$ cat src/rtl/classifier_topic_lookup_if.sv
// classifier_topic_lookup_if
// Request/result channel between the classifier pipeline and the topic
// lookup engine.
//   master : drives lkup_valid/lkup_key/lkup_hash0/lkup_hash1/cur_time,
//            receives lkup_ready/lkup_done/lkup_hit/lkup_expired/lkup_tid
//   slave  : the lookup engine side of the same signals
// Width macros fall back to local defaults when the including build does
// not provide them.

`ifndef TOPIC_HASH_TABLE_DEPTH_NBITS
`define TOPIC_HASH_TABLE_DEPTH_NBITS 10
`endif
`ifndef TOPIC_HASH_BUCKET_NBITS
`define TOPIC_HASH_BUCKET_NBITS 48
`endif
`ifndef TOPIC_VALUE_NBITS
`define TOPIC_VALUE_NBITS 32
`endif
`ifndef TOPIC_VALUE_DEPTH_NBITS
`define TOPIC_VALUE_DEPTH_NBITS 10
`endif
`ifndef TOPIC_KEY_NBITS
`define TOPIC_KEY_NBITS 16
`endif
`ifndef EXP_TIME_NBITS
`define EXP_TIME_NBITS 16
`endif

interface classifier_topic_lookup_if #(
  parameter int DEPTH_NBITS       = `TOPIC_HASH_TABLE_DEPTH_NBITS,
  parameter int VALUE_DEPTH_NBITS = `TOPIC_VALUE_DEPTH_NBITS,
  parameter int KEY_NBITS         = `TOPIC_KEY_NBITS,
  parameter int TIME_NBITS        = `EXP_TIME_NBITS
);
  logic                         lkup_valid;
  logic                         lkup_ready;
  logic [KEY_NBITS-1:0]         lkup_key;
  logic [DEPTH_NBITS-1:0]       lkup_hash0;
  logic [DEPTH_NBITS-1:0]       lkup_hash1;
  logic [TIME_NBITS-1:0]        cur_time;
  logic                         lkup_done;
  logic                         lkup_hit;
  logic                         lkup_expired;
  logic [VALUE_DEPTH_NBITS-1:0] lkup_tid;

  modport master (
    output lkup_valid, lkup_key, lkup_hash0, lkup_hash1, cur_time,
    input  lkup_ready, lkup_done, lkup_hit, lkup_expired, lkup_tid
  );

  modport slave (
    input  lkup_valid, lkup_key, lkup_hash0, lkup_hash1, cur_time,
    output lkup_ready, lkup_done, lkup_hit, lkup_expired, lkup_tid
  );
endinterface

$ cat src/rtl/classifier_topic_lookup.sv
// classifier_topic_lookup
// Topic lookup engine: reads both buckets of the two-way topic hash table,
// walks the valid pointer slots (bucket0 slots 0..ENTRIES-1, then bucket1)
// against the topic key store and reports hit/miss/expired plus the topic ID.
// Ports:
//   clk, rst            clock, asynchronous active-high reset
//   lkup (slave)        request (valid/ready, key, hash0/1, cur_time) and
//                       result (done strobe, hit, expired, tid)
//   topic_hash_table0/1 bucket read (rd/raddr out, ack/rdata in)
//   topic_key           key store read, ack one cycle after rd
//   topic_etime         expiry store read, ack one cycle after rd
// Optional feature macro: TOPIC_LOOKUP_ETIME_CHECK_EN enables the expiry
// read and lkup_expired; without it the etime port is tied off and
// lkup_expired is always 0, with identical timing.

`ifndef TOPIC_HASH_TABLE_DEPTH_NBITS
`define TOPIC_HASH_TABLE_DEPTH_NBITS 10
`endif
`ifndef TOPIC_HASH_BUCKET_NBITS
`define TOPIC_HASH_BUCKET_NBITS 48
`endif
`ifndef TOPIC_VALUE_NBITS
`define TOPIC_VALUE_NBITS 32
`endif
`ifndef TOPIC_VALUE_DEPTH_NBITS
`define TOPIC_VALUE_DEPTH_NBITS 10
`endif
`ifndef TOPIC_KEY_NBITS
`define TOPIC_KEY_NBITS 16
`endif
`ifndef EXP_TIME_NBITS
`define EXP_TIME_NBITS 16
`endif

module classifier_topic_lookup #(
  parameter int DEPTH_NBITS       = `TOPIC_HASH_TABLE_DEPTH_NBITS,
  parameter int BUCKET_NBITS      = `TOPIC_HASH_BUCKET_NBITS,
  parameter int VALUE_NBITS       = `TOPIC_VALUE_NBITS,
  parameter int VALUE_DEPTH_NBITS = `TOPIC_VALUE_DEPTH_NBITS,
  parameter int ENTRIES           = 4
) (
  input  logic                         clk,
  input  logic                         rst,
  classifier_topic_lookup_if.slave     lkup,
  output logic                         topic_hash_table0_rd,
  output logic [DEPTH_NBITS-1:0]       topic_hash_table0_raddr,
  input  logic                         topic_hash_table0_ack,
  input  logic [BUCKET_NBITS-1:0]      topic_hash_table0_rdata,
  output logic                         topic_hash_table1_rd,
  output logic [DEPTH_NBITS-1:0]       topic_hash_table1_raddr,
  input  logic                         topic_hash_table1_ack,
  input  logic [BUCKET_NBITS-1:0]      topic_hash_table1_rdata,
  output logic                         topic_key_rd,
  output logic [VALUE_DEPTH_NBITS-1:0] topic_key_raddr,
  input  logic                         topic_key_ack,
  input  logic [VALUE_NBITS-1:0]       topic_key_rdata,
  output logic                         topic_etime_rd,
  output logic [VALUE_DEPTH_NBITS-1:0] topic_etime_raddr,
  input  logic                         topic_etime_ack,
  input  logic [`EXP_TIME_NBITS-1:0]   topic_etime_rdata
);
  localparam int KEY_NBITS  = `TOPIC_KEY_NBITS;
  localparam int TIME_NBITS = `EXP_TIME_NBITS;
  localparam int SLOT_NBITS = VALUE_DEPTH_NBITS + 1;
  localparam int CAND_NUM   = 2 * ENTRIES;
  localparam int CIDX_NBITS = $clog2(CAND_NUM);

  typedef enum logic [2:0] {
    ST_IDLE     = 3'd0,
    ST_HT_WAIT  = 3'd1,
    ST_SCAN     = 3'd2,
    ST_KEY_WAIT = 3'd3,
    ST_DONE     = 3'd4
  } state_t;

  state_t                       state_r;
  logic [KEY_NBITS-1:0]         key_r;
  logic [TIME_NBITS-1:0]        cur_time_r;
  logic [DEPTH_NBITS-1:0]       ht0_raddr_r;
  logic [DEPTH_NBITS-1:0]       ht1_raddr_r;
  logic                         ht_rd_r;
  logic                         ack0_seen_r;
  logic                         ack1_seen_r;
  logic [BUCKET_NBITS-1:0]      bucket0_r;
  logic [BUCKET_NBITS-1:0]      bucket1_r;
  logic [CAND_NUM-1:0]          scanned_r;
  logic [VALUE_DEPTH_NBITS-1:0] ptr_r;
  logic                         key_rd_r;
  logic                         ready_r;
  logic                         done_r;
  logic                         hit_r;
  logic                         expired_r;
  logic [VALUE_DEPTH_NBITS-1:0] tid_r;

  logic [CAND_NUM-1:0]          cand_valid_s;
  logic [VALUE_DEPTH_NBITS-1:0] cand_ptr_s [CAND_NUM];
  logic                         next_found_s;
  logic [CIDX_NBITS-1:0]        next_idx_s;
  logic                         key_match_s;
  logic                         expired_s;
  logic                         acks_done_s;
  logic                         unused_s;

  // Unpack both latched buckets into one ordered candidate list.
  always_comb begin
    cand_valid_s = '0;
    for (int i = 0; i < CAND_NUM; i++) begin
      cand_ptr_s[i] = '0;
    end
    for (int i = 0; i < ENTRIES; i++) begin
      cand_valid_s[i]           = bucket0_r[i*SLOT_NBITS + VALUE_DEPTH_NBITS];
      cand_ptr_s[i]             = bucket0_r[i*SLOT_NBITS +: VALUE_DEPTH_NBITS];
      cand_valid_s[ENTRIES + i] = bucket1_r[i*SLOT_NBITS + VALUE_DEPTH_NBITS];
      cand_ptr_s[ENTRIES + i]   = bucket1_r[i*SLOT_NBITS +: VALUE_DEPTH_NBITS];
    end
  end

  // Lowest-numbered valid candidate not yet read; descending loop so the
  // earliest slot wins.
  always_comb begin
    next_found_s = 1'b0;
    next_idx_s   = '0;
    for (int i = CAND_NUM - 1; i >= 0; i--) begin
      if (cand_valid_s[i] && !scanned_r[i]) begin
        next_found_s = 1'b1;
        next_idx_s   = CIDX_NBITS'(i);
      end else begin
        next_found_s = next_found_s;
      end
    end
  end

  assign key_match_s = (topic_key_rdata[KEY_NBITS-1:0] == key_r);
  // The last outstanding bucket ack may arrive this cycle.
  assign acks_done_s = (ack0_seen_r | topic_hash_table0_ack) &
                       (ack1_seen_r | topic_hash_table1_ack);

`ifdef TOPIC_LOOKUP_ETIME_CHECK_EN
  // The etime store answers in the same cycle as the key store, so its
  // rdata is valid alongside topic_key_ack. Zero etime counts as expired.
  assign expired_s         = (topic_etime_rdata <= cur_time_r);
  assign topic_etime_rd    = key_rd_r;
  assign topic_etime_raddr = ptr_r;
`else
  assign expired_s         = 1'b0;
  assign topic_etime_rd    = 1'b0;
  assign topic_etime_raddr = '0;
`endif

  // Bits that are only partially consumed (key width, bucket padding,
  // etime port when the expiry check is compiled out).
  assign unused_s = ^{topic_etime_ack, topic_etime_rdata, topic_key_rdata,
                      bucket0_r, bucket1_r, cur_time_r};

  // Lookup FSM: accept, bucket fetch, candidate walk and result strobe.
  always_ff @(posedge clk or posedge rst) begin
    if (rst) begin
      state_r     <= ST_IDLE;
      key_r       <= '0;
      cur_time_r  <= '0;
      ht0_raddr_r <= '0;
      ht1_raddr_r <= '0;
      ht_rd_r     <= 1'b0;
      ack0_seen_r <= 1'b0;
      ack1_seen_r <= 1'b0;
      bucket0_r   <= '0;
      bucket1_r   <= '0;
      scanned_r   <= '0;
      ptr_r       <= '0;
      key_rd_r    <= 1'b0;
      ready_r     <= 1'b1;
      done_r      <= 1'b0;
      hit_r       <= 1'b0;
      expired_r   <= 1'b0;
      tid_r       <= '0;
    end else begin
      ht_rd_r  <= 1'b0;
      key_rd_r <= 1'b0;
      case (state_r)
        ST_IDLE: begin
          if (lkup.lkup_valid && ready_r) begin
            ready_r     <= 1'b0;
            key_r       <= lkup.lkup_key;
            cur_time_r  <= lkup.cur_time;
            ht0_raddr_r <= lkup.lkup_hash0;
            ht1_raddr_r <= lkup.lkup_hash1;
            ht_rd_r     <= 1'b1;
            ack0_seen_r <= 1'b0;
            ack1_seen_r <= 1'b0;
            scanned_r   <= '0;
            hit_r       <= 1'b0;
            expired_r   <= 1'b0;
            tid_r       <= '0;
            state_r     <= ST_HT_WAIT;
          end
        end
        ST_HT_WAIT: begin
          if (topic_hash_table0_ack) begin
            ack0_seen_r <= 1'b1;
            bucket0_r   <= topic_hash_table0_rdata;
          end
          if (topic_hash_table1_ack) begin
            ack1_seen_r <= 1'b1;
            bucket1_r   <= topic_hash_table1_rdata;
          end
          if (acks_done_s) begin
            state_r <= ST_SCAN;
          end
        end
        ST_SCAN: begin
          if (next_found_s) begin
            key_rd_r              <= 1'b1;
            ptr_r                 <= cand_ptr_s[next_idx_s];
            scanned_r[next_idx_s] <= 1'b1;
            state_r               <= ST_KEY_WAIT;
          end else begin
            // Empty candidate list: DONE raises the strobe one cycle later.
            state_r <= ST_DONE;
          end
        end
        ST_KEY_WAIT: begin
          if (topic_key_ack) begin
            if (key_match_s) begin
              hit_r     <= 1'b1;
              tid_r     <= ptr_r;
              expired_r <= expired_s;
              done_r    <= 1'b1;
              state_r   <= ST_DONE;
            end else if (next_found_s) begin
              // Chain straight into the next read so each mismatch costs
              // exactly two cycles.
              key_rd_r              <= 1'b1;
              ptr_r                 <= cand_ptr_s[next_idx_s];
              scanned_r[next_idx_s] <= 1'b1;
            end else begin
              done_r  <= 1'b1;
              state_r <= ST_DONE;
            end
          end
        end
        ST_DONE: begin
          if (done_r) begin
            done_r    <= 1'b0;
            ready_r   <= 1'b1;
            hit_r     <= 1'b0;
            expired_r <= 1'b0;
            tid_r     <= '0;
            state_r   <= ST_IDLE;
          end else begin
            done_r <= 1'b1;
          end
        end
        default: begin
          done_r  <= 1'b0;
          ready_r <= 1'b1;
          state_r <= ST_IDLE;
        end
      endcase
    end
  end

  assign topic_hash_table0_rd    = ht_rd_r;
  assign topic_hash_table1_rd    = ht_rd_r;
  assign topic_hash_table0_raddr = ht0_raddr_r;
  assign topic_hash_table1_raddr = ht1_raddr_r;
  assign topic_key_rd            = key_rd_r;
  assign topic_key_raddr         = ptr_r;
  assign lkup.lkup_ready         = ready_r;
  assign lkup.lkup_done          = done_r;
  assign lkup.lkup_hit           = hit_r;
  assign lkup.lkup_expired       = expired_r;
  assign lkup.lkup_tid           = tid_r;
endmodule

$ cat src/flat_wrapper.sv
// flat-port wrapper written by rule: the top's interface ports become plain ports
module classifier_topic_lookup_flat 
#(
  parameter int DEPTH_NBITS       = `TOPIC_HASH_TABLE_DEPTH_NBITS,
  parameter int BUCKET_NBITS      = `TOPIC_HASH_BUCKET_NBITS,
  parameter int VALUE_NBITS       = `TOPIC_VALUE_NBITS,
  parameter int VALUE_DEPTH_NBITS = `TOPIC_VALUE_DEPTH_NBITS,
  parameter int ENTRIES           = 4
)
  (clk, rst, topic_hash_table0_rd, topic_hash_table0_raddr, topic_hash_table0_ack, topic_hash_table0_rdata, topic_hash_table1_rd, topic_hash_table1_raddr, topic_hash_table1_ack, topic_hash_table1_rdata, topic_key_rd, topic_key_raddr, topic_key_ack, topic_key_rdata, topic_etime_rd, topic_etime_raddr, topic_etime_ack, topic_etime_rdata, lkup_lkup_valid, lkup_lkup_key, lkup_lkup_hash0, lkup_lkup_hash1, lkup_cur_time, lkup_lkup_ready, lkup_lkup_done, lkup_lkup_hit, lkup_lkup_expired, lkup_lkup_tid);
  classifier_topic_lookup_if #(.DEPTH_NBITS(DEPTH_NBITS), .VALUE_DEPTH_NBITS(VALUE_DEPTH_NBITS)) lkup_i ();
  input  logic clk;
  input  logic rst;
  output logic topic_hash_table0_rd;
  output logic [DEPTH_NBITS-1:0] topic_hash_table0_raddr;
  input  logic topic_hash_table0_ack;
  input  logic [BUCKET_NBITS-1:0] topic_hash_table0_rdata;
  output logic topic_hash_table1_rd;
  output logic [DEPTH_NBITS-1:0] topic_hash_table1_raddr;
  input  logic topic_hash_table1_ack;
  input  logic [BUCKET_NBITS-1:0] topic_hash_table1_rdata;
  output logic topic_key_rd;
  output logic [VALUE_DEPTH_NBITS-1:0] topic_key_raddr;
  input  logic topic_key_ack;
  input  logic [VALUE_NBITS-1:0] topic_key_rdata;
  output logic topic_etime_rd;
  output logic [VALUE_DEPTH_NBITS-1:0] topic_etime_raddr;
  input  logic topic_etime_ack;
  input  logic [`EXP_TIME_NBITS-1:0] topic_etime_rdata;
  input wire logic [$bits(lkup_i.lkup_valid)-1:0] lkup_lkup_valid;
  input wire logic [$bits(lkup_i.lkup_key)-1:0] lkup_lkup_key;
  input wire logic [$bits(lkup_i.lkup_hash0)-1:0] lkup_lkup_hash0;
  input wire logic [$bits(lkup_i.lkup_hash1)-1:0] lkup_lkup_hash1;
  input wire logic [$bits(lkup_i.cur_time)-1:0] lkup_cur_time;
  output wire logic [$bits(lkup_i.lkup_ready)-1:0] lkup_lkup_ready;
  output wire logic [$bits(lkup_i.lkup_done)-1:0] lkup_lkup_done;
  output wire logic [$bits(lkup_i.lkup_hit)-1:0] lkup_lkup_hit;
  output wire logic [$bits(lkup_i.lkup_expired)-1:0] lkup_lkup_expired;
  output wire logic [$bits(lkup_i.lkup_tid)-1:0] lkup_lkup_tid;
  assign lkup_i.lkup_valid = lkup_lkup_valid;
  assign lkup_i.lkup_key = lkup_lkup_key;
  assign lkup_i.lkup_hash0 = lkup_lkup_hash0;
  assign lkup_i.lkup_hash1 = lkup_lkup_hash1;
  assign lkup_i.cur_time = lkup_cur_time;
  assign lkup_lkup_ready = lkup_i.lkup_ready;
  assign lkup_lkup_done = lkup_i.lkup_done;
  assign lkup_lkup_hit = lkup_i.lkup_hit;
  assign lkup_lkup_expired = lkup_i.lkup_expired;
  assign lkup_lkup_tid = lkup_i.lkup_tid;
  classifier_topic_lookup #(.DEPTH_NBITS(DEPTH_NBITS), .BUCKET_NBITS(BUCKET_NBITS), .VALUE_NBITS(VALUE_NBITS), .VALUE_DEPTH_NBITS(VALUE_DEPTH_NBITS), .ENTRIES(ENTRIES)) u_core (.clk(clk), .rst(rst), .lkup(lkup_i), .topic_hash_table0_rd(topic_hash_table0_rd), .topic_hash_table0_raddr(topic_hash_table0_raddr), .topic_hash_table0_ack(topic_hash_table0_ack), .topic_hash_table0_rdata(topic_hash_table0_rdata), .topic_hash_table1_rd(topic_hash_table1_rd), .topic_hash_table1_raddr(topic_hash_table1_raddr), .topic_hash_table1_ack(topic_hash_table1_ack), .topic_hash_table1_rdata(topic_hash_table1_rdata), .topic_key_rd(topic_key_rd), .topic_key_raddr(topic_key_raddr), .topic_key_ack(topic_key_ack), .topic_key_rdata(topic_key_rdata), .topic_etime_rd(topic_etime_rd), .topic_etime_raddr(topic_etime_raddr), .topic_etime_ack(topic_etime_ack), .topic_etime_rdata(topic_etime_rdata));
endmodule
$ cat config.mk
export PLATFORM = sky130hd
export DESIGN_NAME = classifier_topic_lookup_flat
export DESIGN_NICKNAME = d
export VERILOG_FILES = /design/src/rtl/classifier_topic_lookup_if.sv /design/src/rtl/classifier_topic_lookup.sv /design/src/flat_wrapper.sv
export SDC_FILE = /design/constraint.sdc
export NUM_CORES = 1
export LEC_CHECK = 0
export CAP_MARGIN = 5
export CORE_MARGIN = 3
export CORE_UTILIZATION = 30
export CTS_CLUSTER_DIAMETER = 40
export CTS_CLUSTER_SIZE = 25
export DETAILED_ROUTE_END_ITERATION = 7
export GPL_TIMING_DRIVEN = 0
export PLACE_DENSITY = 0.62
export SLEW_MARGIN = 40
export SYNTH_ARGS = -nofsm -noshare
export SYNTH_HDL_FRONTEND = slang
export SYNTH_SLANG_ARGS = --single-unit
$ cat constraint.sdc
create_clock -name clk -period 10.8 [get_ports clk]
set_input_delay 2.16 -clock clk [delete_from_list [all_inputs] [get_ports clk]]
set_output_delay 2.16 -clock clk [all_outputs]
set_load 0.03 [all_outputs]
## After elaboration in Yosys (flattened, before gate mapping)

Cells that the tools add are included.

| cells by class | value |
|---|---|
| eq/ne operators | 14 |
| multiply operators | 0 |
| shift operators | 0 |
| $lt $le $gt $ge | 3 |
| add/subtract/negate cells | 0 |
| div/mod/pow operators | 0 |
| reductions and logical operators | 36 |
| muxes and demuxes | 68 |
| bitwise gates (word level) | 7 |

Operators with widths:

| cell | count |
|---|---|
| 10-bit two-way mux | 9 |
| 3-bit two-way mux | 15 |
| 8-bit two-way mux | 4 |
| 10-bit binary-select mux with 3-bit select | 1 |
| 10-bit case mux with 3 select lines | 1 |
| 1-bit two-way mux | 27 |
| 8-bit case mux with 3 select lines | 1 |
| 10-bit case mux with 2 select lines | 1 |
| 16-bit == test | 1 |
| 3-bit case mux with 5 select lines | 1 |
| 3-bit AND reduction | 5 |
| 1-bit case mux with 3 select lines | 4 |
| 1-bit logical AND | 10 |
| 5-bit AND reduction | 2 |
| 1-bit zero test | 8 |
| 2-bit by 1-bit != test with 1-bit output, second input constant | 4 |
| 2-bit != test, second input constant | 4 |
| 8-bit bitwise OR | 1 |
| 3-bit by 2-bit == test with 1-bit output, second input constant | 2 |
| 1-bit case mux with 2 select lines | 3 |
| 2-bit AND reduction | 3 |
| 3-bit nonzero test | 2 |
| 3-bit OR reduction | 2 |
| 4-bit greater-or-equal comparator, second input constant | 1 |
| 13 further kinds | 16 |

| storage, ports and cells | value |
|---|---|
| bits in read-only memories | 0 |
| memories | 0 |
| memory bits (writable) | 0 |
| input bits | 203 |
| bits in latches | 0 |
| register bits after elaboration | 163 |
| logic and storage cells | 145 |

## Depth between registers and ports, before layout

Gate-level depths: netlist of the first run.

| depth | value |
|---|---|
| depth after elaboration | 19 |
| mapped depth | 9 |
| gate-level depth less buffers | 6 |

## Worst setup path before layout of the first run

No wires, ideal clock.

| path | value |
|---|---|
| path kind | input -> register |
| start | in topic_key_rdata[12] |
| end | reg u_core.scanned_r[2] |
| data required time | 10.678 ns |
| setup time | 0.122 ns |
| slack | 7.208 ns |
| arrival time | 3.470 ns |
| stages | 6 |
| cell sequence | xnor2_1 nand4_1 o41ai_1 a2111oi_4 buf_6 a32o_1 |

| between the ends | value |
|---|---|
| longest elaborated chain between the ends | 3 |

RTL lines:

| what | RTL line | text |
|---|---|---|
| start: declaration | flat_wrapper.sv:25 | `input logic [VALUE_NBITS-1:0] topic_key_rdata;` |
| 16-bit == test | classifier_topic_lookup.sv:133 | `assign key_match_s = (topic_key_rdata[KEY_NBITS-1:0] == key_r);` |
| 2-bit != test (no source line) | -- |  |
| 4-bit AND reduction (no source line) | -- |  |
| end signal: assignment | classifier_topic_lookup.sv:168 | `scanned_r <= '0;` |
| end signal: assignment | classifier_topic_lookup.sv:190 | `scanned_r <= '0;` |
| end signal: indexed assignment | classifier_topic_lookup.sv:214 | `scanned_r[next_idx_s] <= 1'b1;` |
| end: declaration | classifier_topic_lookup.sv:86 | `logic [CAND_NUM-1:0] scanned_r;` |

No other way between the ends.
A chain may end at the register's enable or synchronous reset.

## Worst setup path after layout of the first run

| path | value |
|---|---|
| start | in topic_key_rdata[12] |
| end | reg u_core.tid_r[6] (netlist: u_core.lkup.lkup_tid[6]) |

| between the ends | value |
|---|---|
| longest elaborated chain between the ends | 3 |

RTL lines:

| what | RTL line | text |
|---|---|---|
| 16-bit == test | classifier_topic_lookup.sv:133 |  |
| 2-bit by 1-bit != test with 1-bit output (no source line) | -- |  |
| 5-bit AND reduction (no source line) | -- |  |
| end signal: assignment | classifier_topic_lookup.sv:225 | `tid_r <= ptr_r;` |
| end: declaration | classifier_topic_lookup.sv:93 | `logic [VALUE_DEPTH_NBITS-1:0] tid_r;` |

No other way between the ends.

==> flow_summary.yaml, run 1 <==
timing:
  fmax_mhz: 247.7
  clock_skew_ns: 0.01027
  final-hold-violation-count: 0
  rsz0062_at_grt: "no"
  slew_headroom: 0.5846
  timing.final.crit_share: 0.3738
  maxSlewViolCount: 0
  fin_setup_tns_ns: 0
  min_period_ns: 4.037
  finalSetupViolations: 0
  tightest_slew_ns: 0.6180
finish:
  final-seq-area_sq_um: 4055
  area_delta_synth_final_pct: 41.56
  drive_gt1_frac: 0.1940
  nNetsFinal: 1056
  num-fill-cells: 2282
  multiInputGateArea_sq_um: 2908
  design_area_sq_um: 10220
  diodes: 0
route:
  dr.pass1.iters: 5
  avgRoutedWirePerCell_um: 17.58
  viasPerCell: 4.646
  drt_iter0_markers: 297
  drc_errors: 0
  wl_um: 20840
  final_antenna_net_count: 0
  num_vias: 5505
synth:
  synth_cell_types: 53
  synth_edf_count: 0
  async_reset_ff_frac: 1.000
  synth_ff_type: "dfrtp_1"
  synth.avg_cell_area_sq_um: 11.46
  ys_ff_latch: 162
  synth_cells: 630
  synth_area_sq_um: 7222
  ys_seq_area_frac: 0.5615
  yosys_warnings: 0
place:
  place_area_sq_um: 9637
  portBuffers: 191
  place_congestion: 0.8323
  place_hpwl_um: 15890
floorplanning:
  die_w_um: 161.2
  die-height_um: 161.2
  coreArea_sq_um: 23540
  die_area_sq_um: 25970
  rows: 56
  io_pins: 261
  start_util: 0.3068
critical_path:
  end_kind: "register"
  cp.arrival_ns: 4.33
  critPathLaunchType: "primary input"
  crit_type: "primary input to register"
  cp_max_fo: 10
  crit_required_ns: 11.09
cts:
  ctsResizeCount: 0
  cts-buffers-inserted: 17
  cts_hold_buf: 0
  cts-root-buf: "clkbuf_16"
  cts_tree: "yes"
  post_cts_buffers: 0
  cts_num_sinks: 162
  htree_levels: 4
  insertion_delay_ns: 0.43
  clockBufferDepth: 2
  clk_pin_slew_ns: 0.07
global_route:
  grt_pass1_wl_um: 33070
  grt_overflow: 0
  grt_pass1_vias: 5817
  antenna_found_initial: 0
  grt_start_max_net_pins: 77
  grt.total_usage: 0.1655
pwr:
  ir_drop_mv: 0.1214
  power.density_nw_per_um2: 286.9
  power_w: 0.002933
  p_leak_nw: 4.343
status:
  status: "completed"
run:
  max_cap_viol_count: 0
hold_path:
  hold_class: "register to register"
worst paths after layout:
path | start | end | slack (ns) | cells past startpoint
worst min register to register | u_core.topic_hash_table1_raddr[1] | u_core.topic_hash_table1_raddr[1] | 0.48 | 2
max in group asynchronous | rst | u_core.lkup.lkup_ready | 8.07 | 3
worst max register to register | u_core.bucket0_r[10] | u_core.topic_key_raddr[8] | 8.47 | 6
worst max-delay path | topic_key_rdata[12] | u_core.lkup.lkup_tid[6] | 6.76 | 7
min in group asynchronous | rst | u_core.bucket0_r[10] | 2.08 | 2
worst min-delay path | u_core.topic_hash_table1_raddr[1] | u_core.topic_hash_table1_raddr[1] | 0.48 | 2
flip-flops by register name, summed over array words and instances, names as in the netlist, 3 cells and up:
register,count
u_core.bucket0_r,44
u_core.bucket1_r,44
u_core.key_r,16
u_core.lkup.lkup_tid,10
u_core.topic_hash_table0_raddr,10
u_core.topic_hash_table1_raddr,10
u_core.topic_key_raddr,10
u_core.scanned_r,8
u_core.state_r,3
synth_stat cells, types with 2 or more instances:
library cell  instances  share of area
mux2i_1              11          0.015
o22a_1                2         0.0024
nand4_1               4         0.0035
a211oi_1              2         0.0021
mux2_2               88           0.14
nor2b_1               6         0.0052
inv_1                 5         0.0026
o21ai_0              20          0.014
buf_1                 6         0.0031
a32o_1                4         0.0055
or3_1                 2         0.0017
a2bb2oi_1             2         0.0024
and3_1                2         0.0017
xnor2_1              16          0.019
o2bb2ai_1             2         0.0024
buf_6                 2         0.0031
buf_4                16          0.017
clkbuf_1             10         0.0052
nor2_1               31          0.016
and2_1                3         0.0026
a222oi_1              8          0.011
a31oi_1               8         0.0069
o22ai_1               3         0.0026
nand2b_1              7         0.0061
nor3_4                2         0.0045
nand3_1               7         0.0049
dfrtp_1             161           0.56
a221oi_1              9          0.011
nor3_1                3         0.0021
o32a_1                5         0.0069
buf_2                15          0.010
nor2b_4               2         0.0038
nand2_1             137          0.071
a21oi_1               9         0.0062
nand3b_1              2         0.0021
metal layers:
layer | global-route usage | share of wire | vias up
met3 | 0.04129 | 0.059 | 19
met2 | 0.2715 | 0.48 | 171
met1 | 0.2191 | 0.45 | 2683
met5 | 0 | 0 | -
li1 | - | - | 2632
met4 | 0.04576 | 0.015 | 0
cell type report:
cell class,count,share of cell area
inverters,6,0.002937
plain buffers,49,0.02717
well taps,319,0.03904
multi-input cells,424,0.2844
clock inverters,13,0.01407
repair buffers,193,0.1924
clock buffers,19,0.04332
flip-flops and latches,162,0.3966
per-stage QoR:
step                std cells  hold WS (ns)    util  setup slack, ns
floorplan                 641        0.4540       -            4.265
global placement         1151        0.4582  0.4067            1.781
detailed placement       1153        0.4616  0.4093            6.291
CTS                      1185        0.4791  0.4343            6.727
global route             1185        0.4930  0.4343            6.547
finish                   1185        0.4773  0.4343            6.763
cells in the final DEF (no fill, tap or decap), types with 4 or more instances in the layout:
master           netlist  final
a221oi_1               9      9
buf_2                 15     15
nor2_1                31     31
clkbuf_16              0     17
buf_4                 16     16
clkinv_4               0      4
xnor2_1               16     16
a21oi_1                9      9
clkdlybuf4s50_1        0    191
mux2_2                88     88
buf_1                  6      6
o32a_1                 5      5
nand4_1                4      4
nand3_1                7      7
mux2i_1               11     11
o21ai_0               20     20
conb_1                 1     12
nor2b_1                6      6
nand2b_1               7      7
inv_8                  0      5
a32o_1                 4      4
clkbuf_1              10     11
inv_1                  5      4
dfrtp_1              161    161
a222oi_1               8      8
nand2_1              137    137
a31oi_1                8      8
logic make-up (layout without fill, tap and decap cells):
family / after synthesis / after routing / share of synthesized area
compound gates: 86 / 86 / 0.09529
xor+xnor: 16 / 16 / 0.01940
buf+inv: 55 / 280 / 0.04158
flops: 162 / 162 / 0.5615
mux: 99 / 99 / 0.1525
other cells: 1 / 12 / 0.0005193
simple gates: 211 / 211 / 0.1292
worst max-delay path, cell delays in order:
cell,delay [ns]
clkdlybuf4s50_1,0.48
xnor2_1,0.12
nand4_1,0.17
nor4_1,0.58
and4_1,0.30
clkbuf_1,0.35
o21ai_0,0.16
power by group:
group | internal [W] | total, W | switching (W)
registers | 0.000890 | 0.00107 | 0.000176
logic | 0.000601 | 0.00127 | 0.000666
clock network | 0.000333 | 0.000600 | 0.000267
Power figures use the tool's default switching activity.
==> inputs of run 2 (changes only) <==
clock period = 3.8 ns   (was 10.8 ns; I/O delays follow)
==> flow_summary.yaml, run 2 (synthesis gave the netlist of run 1 again) <==
status:
  status: "completed"
critical_path:
  r2r_cells: 6
  end_kind: "register"
  critPathLaunchType: "primary input"
  critical_path.startpoint: "topic_key_rdata[12]"
  cp_max_fo: 10
  crit_type: "primary input to register"
  rrSetupSlack_ns: 1.46
  cp.arrival_ns: 2.93
  crit_required_ns: 4.09
  endpoint: "u_core.lkup.lkup_tid[3]"
  rr_endpoint: "u_core.topic_key_raddr[7]"
  r2r_start: "u_core.bucket0_r[10]"
pwr:
  switchingPower_w: 0.003169
  ir_drop_mv: 0.3488
  seqPwrFrac: 0.363
  sw_frac_of_total: 0.3792
  power_w: 0.008358
  power_frac_clock: 0.203
  internal-power_w: 0.005189
  comb_power_share: 0.433
  power.density_nw_per_um2: 810.4
  p_leak_nw: 4.382
cts:
  clockBufferDepth: 2
  insertion_delay_ns: 0.42
  cts-buffers-inserted: 17
  post_cts_buffers: 0
  htree_levels: 4
  cts_hold_buf: 0
  cts_tree: "yes"
  clk_pin_slew_ns: 0.07
  cts_num_sinks: 162
  ctsResizeCount: 0
  cts-root-buf: "clkbuf_16"
floorplanning:
  io_pins: 261
  coreArea_sq_um: 23540
  die_w_um: 161.2
  die_area_sq_um: 25970
  start_util: 0.3068
  rows: 56
  die-height_um: 161.2
global_route:
  grt_start_max_net_pins: 26
  grt_pass1_wl_um: 32600
  grt.total_usage: 0.1637
  antenna_found_initial: 0
  grt_overflow: 0
  grt_pass1_vias: 5583
route:
  num_vias: 5550
  drt_iter0_markers: 301
  dr.pass1.iters: 6
  final_antenna_net_count: 0
  viasPerCell: 4.664
  wl_um: 20920
  drc_errors: 0
  avgRoutedWirePerCell_um: 17.58
timing:
  min_period_ns: 2.635
  clock_skew_ns: 0.008979
  final-hold-violation-count: 0
  slew_headroom: 0.5688
  maxSlewViolCount: 0
  rsz0062_at_grt: "no"
  tightest_slew_ns: 0.6468
  holdWs_ns: 0.4748
  fmax_mhz: 379.5
  timing.final.crit_share: 0.6933
  finalSetupViolations: 0
run:
  max_cap_viol_count: 0
finish:
  top_regs: "u_core.bucket0_r x44, u_core.bucket1_r x44, u_core.key_r x16"
  fin_util: 0.4381
  design_area_sq_um: 10310
  num-fill-cells: 2276
  area_delta_synth_final_pct: 42.81
  diodes: 0
  nNetsFinal: 1061
  drive_gt1_frac: 0.1998
  mostFrequentLayoutCell: "clkdlybuf4s50_1"
  final_cell_mix: "clkdlybuf4s50_1, dfrtp_1, nand2_1"
place:
  place_area_sq_um: 9733
  portBuffers: 191
  place_hpwl_um: 16050
  place_congestion: 0.8402
hold_path:
  hold_class: "register to register"
[run 2: cell types whose count changed in the layout (fill, tap and decap cells not counted), sizes merged]
cell      previous run  this run
buf                 41        46
clkinvlp             1         2
clkbuf              29        28
[run 2: layout make-up]
class | instances | area (sq um) | share of cell area
buffer | 49 | 277.8 | 0.02693
clock buffer | 18 | 439.2 | 0.04258
clock inverter | 14 | 141.4 | 0.01371
inverter | 6 | 26.28 | 0.002548
multi-input combinational | 424 | 2908 | 0.2819
sequential | 162 | 4055 | 0.3932
tap | 319 | 399.1 | 0.03870
timing repair buffer | 198 | 2067 | 0.2004
[run 2: metrics by stage]
| step | worst slack (ns) | setup TNS, ns | cells |
|---|---|---|---|
| 4_1_cts | 1.144 | 0 | 1190 |
| 3_3_place_gp | -0.5372 | -84.30 | 1151 |
| 5_1_grt | 0.9863 | 0 | 1190 |
| 2_1_floorplan | 0.9840 | 0 | 641 |
| 6_report | 1.165 | 0 | 1190 |
| 3_5_place_dp | 0.6831 | 0 | 1158 |
[run 2: critical path: stages]
cell             delay, ns
clkdlybuf4s50_1       0.47
xnor2_1               0.11
nand4_1               0.16
nor4_1                0.57
and4_1                0.31
clkbuf_1              0.37
o21ai_0               0.17
[run 2: worst min-delay path by stage]
stage	startpoint	endpoint	slack [ns]	depth (start not counted)
3_3_place_gp	u_core.topic_hash_table1_raddr[2]	u_core.topic_hash_table1_raddr[2]	0.46	2
5_1_grt	u_core.topic_hash_table0_raddr[8]	u_core.topic_hash_table0_raddr[8]	0.49	2
2_1_floorplan	u_core.scanned_r[6]	u_core.scanned_r[6]	0.45	2
3_5_place_dp	u_core.topic_hash_table0_raddr[5]	u_core.topic_hash_table0_raddr[5]	0.46	2
4_1_cts	u_core.topic_hash_table1_raddr[2]	u_core.topic_hash_table1_raddr[2]	0.48	2
6_report	u_core.topic_hash_table0_raddr[5]	u_core.topic_hash_table0_raddr[5]	0.47	2
[run 2: power by group through the flow]
stage,clock network (W),logic (W),registers (W)
after floorplan,0,0.00217,0.00323
after global placement,0,0.00357,0.00304
after detailed placement,0,0.00364,0.00306
after CTS,0.00175,0.00365,0.00303
after global routing,0.00182,0.00392,0.00314
final,0.00170,0.00362,0.00304
[run 2: routing by layer]
metal  up-vias  wire length, um  part of all wire  GRT usage
li1       2637                -                 -          -
met1      2715             9248              0.44     0.2201
met2       176             9967              0.48     0.2634
met3        22             1362             0.065    0.04181
met4         0              338             0.016    0.04654
met5         -                0                 0          0
